$ cat src/rtl/exp_result_bcd_if.sv
// rtl/exp_result_bcd_if.sv - handshake and result bundle for the exponential BCD converter
interface exp_result_bcd_if;
    logic        done;
    logic [1:0]  intpart;
    logic [15:0] fracpart;
    logic [3:0]  int_digit;
    logic [15:0] frac_digits;
    logic        busy;
    logic        valid;

    modport master (
        output done,
        output intpart,
        output fracpart,
        input  int_digit,
        input  frac_digits,
        input  busy,
        input  valid
    );

    modport slave (
        input  done,
        input  intpart,
        input  fracpart,
        output int_digit,
        output frac_digits,
        output busy,
        output valid
    );
endinterface

$ cat src/rtl/exp_result_bcd.sv
// rtl/exp_result_bcd.sv - converts an unsigned 2.16 exponential result into one integer and four fractional BCD digits
module exp_result_bcd (
    input  logic              clk,
    input  logic              rst,
    exp_result_bcd_if.slave   bus
);
    typedef enum logic [1:0] {
        IDLE   = 2'd0,
        CONV   = 2'd1,
        FINISH = 2'd2
    } state_t;

    state_t      state;
    logic        done_q;
    logic [1:0]  int_q;
    logic [15:0] rem_q;
    logic [2:0]  cnt;
    logic [15:0] digit_sr;

    logic [3:0]  int_digit_q;
    logic [15:0] frac_digits_q;
    logic        busy_q;
    logic        valid_q;

    logic        done_rise;
    logic [19:0] prod;

    // A held-high done only counts once; done_q is cleared in reset so a
    // done already high at release is seen as a fresh edge.
    assign done_rise = bus.done & ~done_q;

    // Remainder times ten: the carry out of bit 15 is the next decimal
    // digit (always 0..9 since rem < 65536), the low 16 bits the new remainder.
    assign prod = ({4'b0000, rem_q} << 3) + ({4'b0000, rem_q} << 1);

    // Conversion sequencer: capture, four digit steps, one settle edge, publish.
    always_ff @(posedge clk or negedge rst) begin
        if (!rst) begin
            state         <= IDLE;
            done_q        <= 1'b0;
            int_q         <= 2'b00;
            rem_q         <= 16'h0000;
            cnt           <= 3'd0;
            digit_sr      <= 16'h0000;
            int_digit_q   <= 4'h0;
            frac_digits_q <= 16'h0000;
            busy_q        <= 1'b0;
            valid_q       <= 1'b0;
        end else begin
            done_q  <= bus.done;
            valid_q <= 1'b0;
            case (state)
                IDLE: begin
                    if (done_rise) begin
                        int_q  <= bus.intpart;
                        rem_q  <= bus.fracpart;
                        cnt    <= 3'd0;
                        busy_q <= 1'b1;
                        state  <= CONV;
                    end
                end
                CONV: begin
                    // The edge that finds cnt at 4 does no arithmetic; it only
                    // hands over to FINISH, which places valid six edges after capture.
                    if (cnt == 3'd4) begin
                        state <= FINISH;
                    end else begin
                        digit_sr <= {digit_sr[11:0], prod[19:16]};
                        rem_q    <= prod[15:0];
                        cnt      <= cnt + 3'd1;
                    end
                end
                FINISH: begin
                    int_digit_q   <= {2'b00, int_q};
                    frac_digits_q <= digit_sr;
                    valid_q       <= 1'b1;
                    busy_q        <= 1'b0;
                    state         <= IDLE;
                end
                default: begin
                    state <= IDLE;
                end
            endcase
        end
    end

    assign bus.int_digit   = int_digit_q;
    assign bus.frac_digits = frac_digits_q;
    assign bus.busy        = busy_q;
    assign bus.valid       = valid_q;
endmodule

$ cat src/flat_wrapper.sv
// flat-port wrapper written by rule: the top's interface ports become plain ports
module exp_result_bcd_flat 
  (clk, rst, bus_done, bus_intpart, bus_fracpart, bus_int_digit, bus_frac_digits, bus_busy, bus_valid);
  exp_result_bcd_if bus_i ();
  input  logic clk;
  input  logic rst;
  input wire logic [$bits(bus_i.done)-1:0] bus_done;
  input wire logic [$bits(bus_i.intpart)-1:0] bus_intpart;
  input wire logic [$bits(bus_i.fracpart)-1:0] bus_fracpart;
  output wire logic [$bits(bus_i.int_digit)-1:0] bus_int_digit;
  output wire logic [$bits(bus_i.frac_digits)-1:0] bus_frac_digits;
  output wire logic [$bits(bus_i.busy)-1:0] bus_busy;
  output wire logic [$bits(bus_i.valid)-1:0] bus_valid;
  assign bus_i.done = bus_done;
  assign bus_i.intpart = bus_intpart;
  assign bus_i.fracpart = bus_fracpart;
  assign bus_int_digit = bus_i.int_digit;
  assign bus_frac_digits = bus_i.frac_digits;
  assign bus_busy = bus_i.busy;
  assign bus_valid = bus_i.valid;
  exp_result_bcd u_core (.clk(clk), .rst(rst), .bus(bus_i));
endmodule
$ cat config.mk
export PLATFORM = sky130hd
export DESIGN_NAME = exp_result_bcd_flat
export DESIGN_NICKNAME = d
export VERILOG_FILES = /design/src/rtl/exp_result_bcd_if.sv /design/src/rtl/exp_result_bcd.sv /design/src/flat_wrapper.sv
export SDC_FILE = /design/constraint.sdc
export NUM_CORES = 1
export LEC_CHECK = 0
export ABC_AREA = 1
export CAP_MARGIN = 0
export CORE_MARGIN = 8
export CORE_UTILIZATION = 40
export DETAILED_ROUTE_END_ITERATION = 10
export PLACE_DENSITY = 0.7
export SYNTH_ARGS = -nofsm -noshare
export SYNTH_HDL_FRONTEND = slang
export SYNTH_SLANG_ARGS = --single-unit
$ cat constraint.sdc
create_clock -name clk -period 2.3 [get_ports clk]
set_clock_uncertainty 0.2 [all_clocks]
set_input_delay 0.46 -clock clk [delete_from_list [all_inputs] [get_ports clk]]
set_output_delay 0.46 -clock clk [all_outputs]
set_load 0.05 [all_outputs]
==> results of run 1 <==
-- logic make-up after synthesis --
| group | count (synthesis) | share of synthesized area (%) |
|---|---|---|
| other | 1 | 0.113 |
| XOR/XNOR | 4 | 1.06 |
| adder cells (fa/ha/maj) | 17 | 6.64 |
| flip-flops | 60 | 45.3 |
| AO/OA/AOI/OAI | 57 | 8.76 |
| buffers and inverters | 68 | 8.57 |
| AND/OR/NAND/NOR | 232 | 29.2 |
| multiplexers | 1 | 0.340 |
-- final cells by class --
| class | instances | area (um^2) |
|---|---|---|
| Fill cell | 816 | 4120 |
| Multi-Input combinational cell | 313 | 1540 |
| Sequential cell | 60 | 1500 |
| Timing Repair Buffer | 43 | 433 |
| Inverter | 55 | 206 |
| Clock buffer | 11 | 151 |
| Tap cell | 105 | 131 |
| Clock inverter | 5 | 58.8 |
-- state kept, by name, indices dropped and copies added (netlist names) --
signal                  flops
u_core.bus.frac_digits     16
u_core.digit_sr            16
u_core.rem_q               16
u_core.cnt                  3
u_core.bus.int_digit        2
u_core.int_q                2
u_core.state                2
u_core.bus.busy             1
u_core.bus.valid            1
u_core.done_q               1
-- through the flow --
| step | worst slack [ps] | utilization [%] | area [um^2] |
|---|---|---|---|
| detailed placement | 81.1 | 46.7 | 3790 |
| CTS | 70.3 | 49.4 | 4020 |
| finish | 105 | 49.4 | 4020 |
| global route | 24.7 | 49.4 | 4020 |
| floorplan | 233 | - | 3320 |
| global placement | 150 | 46.7 | 3790 |
-- synth_stat cells --
cell type / number
xor2_1: 2
ha_1: 16
nand2_1: 155
clkbuf_2: 1
inv_1: 52
a31oi_1: 4
nor2_8: 1
clkbuf_1: 3
nand3_1: 29
nand3_2: 1
nand2_2: 1
inv_2: 3
nor2_1: 33
nand2_4: 1
dfrtp_1: 60
xnor2_1: 2
nor2_4: 1
nor3_1: 3
mux2_2: 1
o21ai_1: 2
fa_1: 1
conb_1: 1
or2_2: 1
buf_2: 4
nand4_1: 6
buf_6: 1
o21ai_0: 30
a21oi_1: 21
buf_4: 4
-- what timing repair did --
item,CTS,global route
setup buffers,0,0
endpoints found under the setup margin,0,1
endpoints found under the hold margin,60,0
gates resized for setup,0,1
hold buffers,1,0
-- cells in the final DEF (no fill, tap or decap), types with 2 or more instances in the layout --
master             n
inv_2              3
nor2_1            33
clkinvlp_4         2
nor3_1             3
nand4_1            6
a21oi_1           21
xnor2_1            2
ha_1              16
conb_1             2
clkbuf_8          11
xor2_1             2
dfrtp_1           60
o21ai_0           30
a31oi_1            4
nand3_1           29
clkdlybuf4s50_1   39
inv_1             52
nand2_1          155
o21ai_1            2
-- path summary, 6_finish.rpt --
check / startpoint / end / slack (ps)
worst max-delay path: u_core.bus.frac_digits[5]$_DFFE_PN0P_ / bus_frac_digits[5] / 100
min in group asynchronous: rst / u_core.rem_q[10]$_DFFE_PN0P_ / 450
worst min register to register: u_core.bus.frac_digits[13]$_DFFE_PN0P_ / u_core.bus.frac_digits[13]$_DFFE_PN0P_ / 270
worst min-delay path: u_core.bus.frac_digits[13]$_DFFE_PN0P_ / u_core.bus.frac_digits[13]$_DFFE_PN0P_ / 270
worst max register to register: u_core.rem_q[0]$_DFFE_PN0P_ / u_core.rem_q[9]$_DFFE_PN0P_ / 140
max in group asynchronous: rst / u_core.bus.frac_digits[0]$_DFFE_PN0P_ / 1170
-- layer usage --
metal	part of all wire, %	up-vias	GRT usage (%)
met5	0	-	0
met4	1.7	0	5.23
met3	5.4	14	4.62
met2	46	51	22.5
met1	47	1293	17.5
li1	-	1473	-
==> out/metrics.csv, run 1 <==
stage,metric,value,unit
final_layout,P&R area growth vs syn,21.2,%
clocking,"Reg clk slew, reported paths",70,ps
drt,final wirelength,7670,um
drt,wire per inst,13.0,um
critical_path,Crit Path Class,flop to primary output,
synthesis,syn_area_per_cell,7.53,um^2
timing,fmax,456,MHz
synthesis,Yosys reg bits,60,
timing,Slew headroom,66.2,%
drt,via count,2831,
timing,setup total negative slack,0,ps
hold_path,Hold Path Stages,2,
global_routing,vias in the first global route,2742,
clocking,H-tree depth,3,
clocking,# clock sinks,60,
timing,final worst path period share,95.4,%
critical_path,CP Launch Type,flop,
synthesis,post-synthesis cell area,3310,um^2
critical_path,CP endpoint kind,primary output,
floorplan,starting density of the core,40.7,%
critical_path,CP bufs+invs,1,
place,GPL Wtd Cong,0.898,
drt,drt first pass iters,4,
timing,final hold vios,0,
final_layout,final std cells w/o fill,592,
critical_path,"Arr. time, crit path",1540,ps
critical_path,family with the most delay on the worst path,buffers and inverters,
global_routing,GRT overflow,0,
clocking,Root Buffer,clkbuf_8,
clocking,clk buf depth,2,
place,PortBufs,40,
global_routing,GRT Util Overall,14.1,%
synthesis,yosys warns,0,
global_routing,first-pass GRT wire length,13100,um
critical_path,critical path's slowest cell,clkdlybuf4s50_1,
timing,post-layout min period,2200,ps
synthesis,Yosys cell types,29,
drt,initial DRC count,133,
critical_path,cell depth of the worst setup path,1,
clocking,TritonCTS buffer count,9,
clocking,CTS tree,yes,
timing,# setup viols final,0,
drt,post-route ant nets,0,
timing,RSZ-0062 raised after global routing,no,
drt,routed vias/inst,4.78,
final_layout,diode count,0,
synthesis,Synth area leader,dfrtp_1,
clocking,insertion delay to the later sink of the worst-skew pair,340,ps
place,placed wire-length estimate,5670,um
final_layout,final net count,520,
synthesis,sequential-to-total area share from yosys stat,45.3,%
floorplan,I/O pin total,43,
critical_path,r2r worst-path depth,9,
hold_path,Hold Crit Class,flop to flop,
critical_path,Worst Path Required,1640,ps
run,Max Cap Violations,0,
global_routing,largest net degree at the start of global routing,61,
drt,DRC,0,
place,Cells after DPL,575,
floorplan,num rows,33,
outcome,outcome,completed,
synthesis,post-synth top area share,45.3,%
synthesis,top post-synthesis cells by area,"dfrtp_1 45%, nand2_1 18%, ha_1 6.0%",
synthesis,Mapped Cells,440,
timing,Final Max Tran Viols,0,
floorplan,Die W,107,um
final_layout,share of cells above drive strength 1,6.16,%
global_routing,initial antenna violation count,0,
critical_path,CP peak stage delay,820,ps
critical_path,worst-path cell chain,clkdlybuf4s50_1,
floorplan,Die H,107,um
critical_path,Crit Path Max Fanout,2,
timing,Hold WS,272,ps
floorplan,Core Region,8130,um^2
floorplan,DIE AREA,11500,um^2
timing,Worst Tran Pin Value,505,ps
Power of run 1 is left out: the tool's default activity adds up to more than one toggle a clock period on the data nets, which glitch-free logic cannot reach.
==> run 2, diff against run 1 <==
--- a/config.mk
+++ b/config.mk
@@ -6,10 +6,12 @@
 export NUM_CORES = 1
 export LEC_CHECK = 0
 export ABC_AREA = 1
+export ABC_CLOCK_PERIOD_IN_PS = 2300
 export CAP_MARGIN = 0
 export CORE_MARGIN = 8
 export CORE_UTILIZATION = 40
 export DETAILED_ROUTE_END_ITERATION = 10
+export GPL_ROUTABILITY_DRIVEN = 1
 export PLACE_DENSITY = 0.7
 export SYNTH_ARGS = -nofsm -noshare
 export SYNTH_HDL_FRONTEND = slang
==> results of run 2 <==
No change in the layout: final DEF, timing and power equal those of run 1.
Power of run 2 is left out for the same reason.
==> run 3, diff against run 2 <==
--- a/config.mk
+++ b/config.mk
@@ -10,6 +10,7 @@
 export CAP_MARGIN = 0
 export CORE_MARGIN = 8
 export CORE_UTILIZATION = 40
+export CTS_BUF_LIST = sky130_fd_sc_hd__clkbuf_4 sky130_fd_sc_hd__clkbuf_8 sky130_fd_sc_hd__clkbuf_16
 export DETAILED_ROUTE_END_ITERATION = 10
 export GPL_ROUTABILITY_DRIVEN = 1
 export PLACE_DENSITY = 0.7
==> results of run 3 <==
No change in the layout: final DEF, timing and power equal those of run 1.
Power of run 3 is left out for the same reason.
==> patch, RTL diff (flow settings as in run 2) <==
Re-encode `state_t` (3 states) as one-hot, 3 bits wide.
--- a/src/rtl/exp_result_bcd.sv
+++ b/src/rtl/exp_result_bcd.sv
@@ -4,10 +4,10 @@
     input  logic              rst,
     exp_result_bcd_if.slave   bus
 );
-    typedef enum logic [1:0] {
-        IDLE   = 2'd0,
-        CONV   = 2'd1,
-        FINISH = 2'd2
+    typedef enum logic [2:0] {
+        IDLE   = 3'b001,
+        CONV   = 3'b010,
+        FINISH = 3'b100
     } state_t;
 
     state_t      state;
Function: same outputs for any inputs over 4 cycles, from zero or initial values and one cycle with rst low; so few cycles prove little.
==> patch against run 2 <==
Sequential share of layout area about the same. Maximum frequency about the same. Worst setup slack got worse by 0.00062 ns. Global-route usage is 0.41 points lower. Sequential cell count grew 1. Design area increased by 1.7%. Final cell count increased by 2.2%. Area after synthesis rose by 1.0%. Routed wire length fell by 1.8%. Critical path type unchanged.
==> patch: results (changes against run 2) <==
status:
  status: "finished clean"
global_routing:
  grt_start_max_net_pins: 39  # -36%
  antenna_found_initial: 0  # unchanged
  first_global_vias: 2938  # +7.1%
  track_usage_pct: 13.73  # -0.41 points
  grt_pass1_wl_um: 13010  # -0.42%
placement:
  dp.cells: 588  # +2.3%
  gp_congestion: 0.8349  # -7.0%
  dpl-instance-area_um2: 3866  # +1.9%
  dp_slack_ns: 0.09999  # +0.01887 ns
  hpwl_um: 5478  # -3.4%
timing:
  slew_headroom_pct: 60.46  # -5.8 points
synthesis:
  synthTopCellsByCount: "nand2_1, dfrtp_1, inv_1"
  synth_cells: 448  # +1.8%
  synthTopCellsByArea: "dfrtp_1, nand2_1, ha_1"
  synth_cell_types: 30  # +3.4%
  async_flop_share_pct: 100.0  # unchanged
finish:
  fin_nets: 533  # +2.5%
  drive_gt1_share_pct: 6.800  # +0.64 points
  fill_cells: 812  # -0.49%
  diodes: 0  # unchanged
critical_path:
  cp-startpoint: "u_core.bus.frac_digits[1]"
  slowest_stage: "clkdlybuf4s50_1"
  slowest_delay_ns: 0.82  # about the same
  r2r.worst_path.cells: 10  # +1
routing:
  drt_iter0_markers: 141  # +6.0%
  wl_um: 7529  # -1.8%
  drc_errors: 0  # unchanged
  vias_per_cell: 4.838  # +1.2%
-- patch: cell types whose count changed in the layout (fill, tap and decap cells not counted), sizes merged, moves of 2 or more --
cell   change
nor3       +2
nor2       +2
a21oi     -13
nand2     +12
buf        +4
nand3      -2
-- patch: worst paths after layout --
kind                                                    to  slack (ns)
worst min-delay path            u_core.bus.frac_digits[13]        0.27
worst min register to register  u_core.bus.frac_digits[13]        0.27
max in group asynchronous                 u_core.rem_q[11]        0.83
min in group asynchronous                    u_core.cnt[1]        0.46
worst max-delay path                    bus_frac_digits[1]        0.10
worst max register to register          u_core.digit_sr[3]        0.16
-- patch: what timing repair did --
action	in CTS	in global routing
endpoints found under the setup margin	0	3
endpoints found under the hold margin	22	0
hold buffers	1	0
gates resized for setup	0	1
-- patch: area by class of cell --
type	instances	area, um2	area share, %
Inverter	57	214.0	5.239
Clock inverter	4	47.55	1.164
Timing Repair Buffer	47	462.9	11.34
Clock buffer	12	155.1	3.799
Tap cell	105	131.4	3.217
Sequential cell	61	1528	37.41
Multi-Input combinational cell	319	1545	37.84
-- patch: power breakdown --
part	total, mW	switching [mW]	internal, mW	leakage [nW]
Sequential	1.63	0.255	1.37	0.795
Clock	0.992	0.436	0.556	0.102
Combinational	2.59	1.62	0.972	1.17
Total	5.21	2.31	2.90	2.06
-- patch: kinds of logic after synthesis --
family                     synth area share [%]
DFF                                       45.63
and+or+nand+nor                           30.31
xor gates and xnor gates                  1.570
other                                    0.1120
buffers and inverters                     8.483
adders and majority gates                 6.577
AOI/OAI and AO/OA                         7.325
-- patch: layer usage --
metal / GRT usage [%] / vias up / wire length (um)
met5: 0 / - / 0
met4: 6.739 / 0 / 80
met3: 3.353 / 8 / 427
met2: 22.63 / 86 / 3483
met1: 16.36 / 1333 / 3538
li1: - / 1500 / -
